File: config.mk
export PLATFORM = sky130hd
export DESIGN_NAME = program_loader
export DESIGN_NICKNAME = d
export VERILOG_FILES = /design/src/rtl/program_loader.sv
export SDC_FILE = /design/constraint.sdc
export NUM_CORES = 1
export LEC_CHECK = 0
export CORE_MARGIN = 5
export CORE_UTILIZATION = 57
export CTS_CLUSTER_SIZE = 14
export DETAILED_ROUTE_END_ITERATION = 16
export PLACE_DENSITY = 0.88
export SETUP_SLACK_MARGIN = 0.1
export SLEW_MARGIN = 0
export SYNTH_ARGS = -nofsm -noshare
export SYNTH_HDL_FRONTEND = slang
export SYNTH_SLANG_ARGS = --single-unit
File: constraint.sdc
create_clock -name clk -period 7 [get_ports clk]
set_input_delay 2.1 -clock clk [delete_from_list [all_inputs] [get_ports clk]]
set_output_delay 2.1 -clock clk [all_outputs]
set_load 0.005 [all_outputs]
File: src/rtl/program_loader.sv
// rtl/program_loader.sv - boot loader: length-prefixed UART byte stream into instruction memory words
module program_loader #(
  parameter int BUF_BIT_WIDTH = 16,
  parameter int MEM_BIT_WIDTH = 16
) (
  input  logic                     clk,
  input  logic                     reset,
  input  logic [BUF_BIT_WIDTH-1:0] uart_buf_len,
  output logic                     uart_out_valid,
  input  logic                     uart_out_ready,
  input  logic [7:0]               uart_out_data,
  output logic [31:0]              mem_in_addr,
  output logic [31:0]              mem_in_data,
  output logic                     mem_in_valid,
  input  logic                     mem_in_ready,
  output logic                     load_completed,
  output logic                     load_error,
  output logic [31:0]              word_count
);

  localparam logic [31:0] MAX_WORDS = 32'd1 << (MEM_BIT_WIDTH - 2);

  typedef enum logic [2:0] {
    S_LEN,
    S_DATA,
    S_WRITE,
    S_DONE,
    S_ERROR
  } state_t;

  state_t      state_q, state_d;
  logic [1:0]  byte_cnt_q, byte_cnt_d;
  logic [31:0] len_q, len_d;
  logic [31:0] word_q, word_d;
  logic [31:0] idx_q, idx_d;
  logic        uart_valid_q, uart_valid_d;
  logic        mem_valid_q, mem_valid_d;

  logic        byte_taken;
  logic [31:0] gathered;
  logic [31:0] idx_next;

  always_comb begin
    state_d      = state_q;
    byte_cnt_d   = byte_cnt_q;
    len_d        = len_q;
    word_d       = word_q;
    idx_d        = idx_q;
    uart_valid_d = uart_valid_q;
    mem_valid_d  = mem_valid_q;

    byte_taken = uart_valid_q && uart_out_ready;
    idx_next   = idx_q + 32'd1;
    gathered   = (state_q == S_LEN) ? len_q : word_q;
    gathered[{byte_cnt_q, 3'b000} +: 8] = uart_out_data;

    case (state_q)
      S_LEN, S_DATA: begin
        if (byte_taken) begin
          // Dropping valid here yields the mandatory idle cycle between requests.
          uart_valid_d = 1'b0;
          byte_cnt_d   = byte_cnt_q + 2'd1;
          if (state_q == S_LEN) len_d = gathered;
          else                  word_d = gathered;
          if (byte_cnt_q == 2'd3) begin
            byte_cnt_d = 2'd0;
            if (state_q == S_LEN) begin
              if (gathered == 32'd0)           state_d = S_DONE;
              else if (gathered > MAX_WORDS)   state_d = S_ERROR;
              else                             state_d = S_DATA;
            end else begin
              state_d     = S_WRITE;
              mem_valid_d = 1'b1;
            end
          end
        end else if (!uart_valid_q && (uart_buf_len != '0)) begin
          uart_valid_d = 1'b1;
        end
      end
      S_WRITE: begin
        if (mem_valid_q && mem_in_ready) begin
          mem_valid_d = 1'b0;
          idx_d       = idx_next;
          state_d     = (idx_next == len_q) ? S_DONE : S_DATA;
        end
      end
      default: begin
        uart_valid_d = 1'b0;
        mem_valid_d  = 1'b0;
      end
    endcase
  end

  always_ff @(posedge clk) begin
    if (!reset) begin
      state_q      <= S_LEN;
      byte_cnt_q   <= 2'd0;
      len_q        <= 32'd0;
      word_q       <= 32'd0;
      idx_q        <= 32'd0;
      uart_valid_q <= 1'b0;
      mem_valid_q  <= 1'b0;
    end else begin
      state_q      <= state_d;
      byte_cnt_q   <= byte_cnt_d;
      len_q        <= len_d;
      word_q       <= word_d;
      idx_q        <= idx_d;
      uart_valid_q <= uart_valid_d;
      mem_valid_q  <= mem_valid_d;
    end
  end

  assign uart_out_valid = uart_valid_q;
  assign mem_in_valid   = mem_valid_q;
  assign mem_in_addr    = {idx_q[29:0], 2'b00};
  assign mem_in_data    = word_q;
  assign word_count     = idx_q;
  assign load_completed = (state_q == S_DONE);
  assign load_error     = (state_q == S_ERROR);

endmodule

# ---- Yosys cells after proc, flatten, opt, wreduce, memory -nomap -nowiden
# Cells that the tools add are included.
dict set report totals {
  reg_bits 103
  in_bits 28
  out_inout_bits 100
  wordCells 61
}
dict set report classes {
  n_addsub 3
  n_lt_le_gt_ge 1
  n_eq_ne 11
  n_shift 2
  muxes 19
  n_bitwise 2
  n_reduce_logical 16
}
# operator count
set ops {}
lappend ops {{$add 32x1->32 const B} 1}
lappend ops {{$bwmux 32} 1}
lappend ops {{$eq 32x32->1} 1}
lappend ops {{$gt 32x15->1 const B} 1}
lappend ops {{$logic_not 32->1} 1}
lappend ops {{$mux 32} 1}
lappend ops {{$shift 8x7->32 const A} 1}
lappend ops {{$shiftx 8x7->32} 1}
lappend ops {{$mux 3} 6}
lappend ops {{$reduce_bool 16->1} 1}
lappend ops {{$ne 2x2->1 const B} 4}
lappend ops {{$reduce_and 4->1} 2}
lappend ops {{$neg 5->7} 1}
lappend ops {{$eq 3x2->1 const B} 2}
lappend ops {{$mux 1} 6}
lappend ops {{$pmux 3 s2} 1}
lappend ops {{$reduce_and 2->1} 3}
lappend ops {{$reduce_and 3->1} 2}
lappend ops {{$mux 2} 2}
lappend ops {{$pmux 1 s2} 2}
lappend ops {{$eq 3x1->1 const B} 1}
lappend ops {{$eq 3x3->1 const B} 1}
lappend ops {{$logic_and 1x1->1} 3}
lappend ops {{$logic_not 3->1} 1}
lappend ops {{other kinds (7)} 8}

# ---- Longest topological paths before layout
dict set report logic_depth {
  word_depth 10
  ltp_mapped 12
}

# ---- Least setup slack after synthesis
# Ideal clock, no wire load.
dict set report synth_timing {
  kind {in2reg}
  start {input port uart_out_data[2]}
  end {register state_q[1]}
  setup_ps 84
  arrival_ps 3680
  required_time_ps 6916
  setup_slack_ps 3236
  cell_stages 7
  path_cell_list {o31ai_1 o211ai_1 or4_1 nor4_1 nand3_1 a211o_1 o31ai_2}
}
dict set report synth_via {
  elab_chain_len 8
}
# item line_no
set synth_lines {}
lappend synth_lines {{start: declaration} 11} ;# input logic [7:0] uart_out_data,
lappend synth_lines {{$shiftx 8x7->32} 55} ;# gathered[{byte_cnt_q, 3'b000} +: 8] = uart_out_data;
lappend synth_lines {{$bwmux 32} 55}
lappend synth_lines {{$logic_not 32->1} 68} ;# if (gathered == 32'd0) state_d = S_DONE;
lappend synth_lines {{$mux 3} 68}
lappend synth_lines {{$mux 3} 67} ;# if (state_q == S_LEN) begin
lappend synth_lines {{$mux 3} 65} ;# if (byte_cnt_q == 2'd3) begin
lappend synth_lines {{$mux 3} 59} ;# if (byte_taken) begin
lappend synth_lines {{$pmux 3 s2} 57} ;# case (state_q)
lappend synth_lines {{end signal: assignment} 104} ;# state_q <= state_d;
lappend synth_lines {{end: declaration} 31} ;# state_t state_q, state_d;
# Every way passes these cells. The select of a mux whose other input is x is not followed.
# A chain may end at the register's enable or synchronous reset.

# ---- Worst setup path after layout
dict set report layout_timing {
  start {input port uart_out_data[3]}
  end {register state_q[1]}
}
# The elaborated chain is that of the path after synthesis.

==> impl_metrics.py <==
metrics = {
    "logic_synthesis": {
        "syn_inst": 775,
        "yosysWarnings": 0,
        "async_reset_ff_share_pct": 0,
        "synth_area_mm2": 0.00646,
        "synthDistinctLibCells": 64,
        "synth_edf_count": 0,
        "synth_seq_area_share_pct": 31.9,
        "synth.avg_cell_area_um2": 8.34,
        "synth_top_flop_cell": "dfxtp_1",
        "synth_seq_cells": 103,
    },
    "cts": {
        "post_cts_resized": 0,
        "cts_buffer_depth": 2,
        "clk_latency_ns": 0.36,
        "cts_root_buffer": "clkbuf_16",
        "numCtsBuffers": 9,
        "post-cts-setup-buffers": 0,
        "htreeDepth": 3,
        "tritoncts": "yes",
        "path_clk_slew_ns": 0.07,
        "cts_hold_buf": 0,
        "cts_sinks": 103,
    },
    "finish": {
        "drive_gt1_share_pct": 5.40,
        "final_area_mm2": 0.00781,
        "seqCellArea_mm2": 0.00206,
        "area_growth_pct": 20.8,
        "fin_nets": 863,
        "diodes": 0,
        "layout_commonest_cell": "clkdlybuf4s50_1",
        "layout_common_cells": "124 x clkdlybuf4s50_1, 117 x nand2_1, 103 x dfxtp_1, 65 x o211a_1, 38 x xnor2_1",
        "multi_input_area_mm2": 0.00393,
        "fill_cells": 865,
    },
    "die": {
        "initial_core_util_pct": 58.8,
        "core_area_mm2": 0.0110,
        "die-area_mm2": 0.0136,
        "row_count": 38,
        "die_y_um": 116,
        "die_w_um": 116,
        "ioPinCount": 128,
    },
    "global_routing": {
        "grt_pass1_vias": 5700,
        "grt_max_degree": 103,
        "grt_overflow_total": 0,
        "track_usage_pct": 28.3,
        "antenna_found_initial": 0,
        "grt_pass1_wl_mm": 30.1,
    },
    "route": {
        "dr.pass1.iters": 5,
        "drtIter0Drc": 603,
        "antenna_left": 0,
        "drcViolationCount": 0,
        "wl_mm": 19.4,
        "wl_per_cell_um": 19.9,
        "num_vias": 6140,
        "via_per_inst": 6.31,
    },
    "place": {
        "portBuffers": 125,
        "gp_congestion": 0.913,
        "placed_cell_area_mm2": 0.00748,
        "dp_hpwl_mm": 13.7,
    },
    "timing": {
        "clock.fmax_mhz": 233,
        "worst_pin_slew_ns": 1.20,
        "fin_crit_ns": 4.29,
        "skew_ns": 0.00712,
        "period_share_pct": 61.3,
        "holdWs_ns": 0.528,
        "setup_tns_ns": 0,
        "hold_violations": 0,
        "relSlewSlack_pct": 19.9,
        "slew_violations": 0,
        "rsz0062_at_grt": "false",
        "setup_viol": 0,
    },
    "setup_path": {
        "critPathMaxFanout": 5,
        "crit_family": "simple AND/OR/NAND/NOR gates",
        "worstSetupPathType": "in2reg",
        "path_cells": "clkdlybuf4s50_1 -> o31ai_1 -> o211ai_1 -> or4_1 -> nor4_1 -> nand3_1 -> a211o_1 -> o31ai_2",
        "worstSetupStartpointType": "input port",
        "crit_required_ns": 7.28,
        "worst_path_largest_cell_delay_ns": 0.58,
        "critical_path_depth": 8,
        "path_buf_inv": 1,
        "cp-end-kind": "register",
        "critPathArrivalTime_ns": 4.57,
        "crit_slowest_cell": "clkdlybuf4s50_1",
        "r2r.worst_path.cells": 9,
    },
    "pwr": {
        "p_per_area_mw_per_mm2": 171,
        "leakage_uw": 0.00352,
        "vdd_drop_max_mv": 0.183,
    },
    "outcome": {
        "outcome": "finished clean",
    },
    "min_path": {
        "hold_path_depth": 2,
        "holdCritPathClass": "reg2reg",
    },
    "job": {
        "maxCapViolCount": 0,
    },
}
[path summary, 6_finish.rpt]
path / from / end / slack, ns
worst min-delay path: mem_in_valid / mem_in_valid / 0.53
worst max-delay path: uart_out_data[3] / state_q[1] / 2.71
worst min register to register: mem_in_valid / mem_in_valid / 0.53
worst max register to register: state_q[1] / state_q[1] / 3.01
[registers in the layout (all words and copies together) (netlist names)]
register and flops:
len_q 32, mem_in_data 32, word_count 32, state_q 3, byte_cnt_q 2, mem_in_valid 1, uart_out_valid 1
[through the flow]
stage	cells	setup slack [ns]	total power (uW)	utilization (%)
final	973	2.71	1330	71.1
after global routing	973	2.55	1380	71.1
after CTS	973	2.76	1340	71.1
after detailed placement	957	2.42	793	68.1
after global placement	957	2.43	790	68.1
after floorplan	776	3.24	734	-
[worst min-delay path, delay by kind of cell (launching register included)]
family,cells,cell delay (ns)
and+or+nand+nor,2,0.16
DFF,1,0.33
[cells by family after synthesis]
family / count (synthesis) / share of synthesized area, %
AND/OR/NAND/NOR: 301 / 24.4
AO/OA/AOI/OAI: 175 / 21.6
flip-flops: 103 / 31.9
adder cells (fa/ha/maj): 7 / 1.36
other: 1 / 0.0580
buffers and inverters: 98 / 7.82
multiplexers: 29 / 4.51
XOR/XNOR: 61 / 8.27
[where the power goes]
part	internal [uW]	total (uW)	leakage [uW]	switching (uW)
Sequential	600	624	0.000835	24.5
Clock	314	550	0.000152	236
Combinational	73.7	161	0.00254	86.9
[area by class of cell]
cell class              count  share of cell area, %
multi-input cells         575                   50.3
repair buffers            131                   16.5
clock buffers               9                   2.88
well taps                 140                   2.24
flip-flops and latches    103                   26.4
inverters                   8                  0.385
clock inverters             7                   1.25
[synth_stat cells, drive strengths merged (10+ instances only)]
cell     number  area share, %
dfxtp       103             32
nand4        17            2.1
nor2         33            1.9
o21ai        21            1.6
a21oi        31            2.5
xnor2        38            5.2
o211a        65             10
nand2       117            6.8
nor4         11            1.5
nor3         21            1.7
clkbuf       43            2.5
a2bb2oi      18            2.4
mux2i        28            4.3
xor2         23            3.1
or3          10           0.99
buf          47            4.9
and2         26            2.5
a21boi       10            1.2
nand3        24            1.9
[routing by layer]
layer	global-route usage [%]	vias up	part of all wire, %
met1	38.4	2972	44
met4	12.1	0	2.9
li1	-	2848	-
met2	44.8	278	46
met5	0	-	0
met3	4.30	42	6.8
No activity file was read; power rests on OpenSTA's default activity.
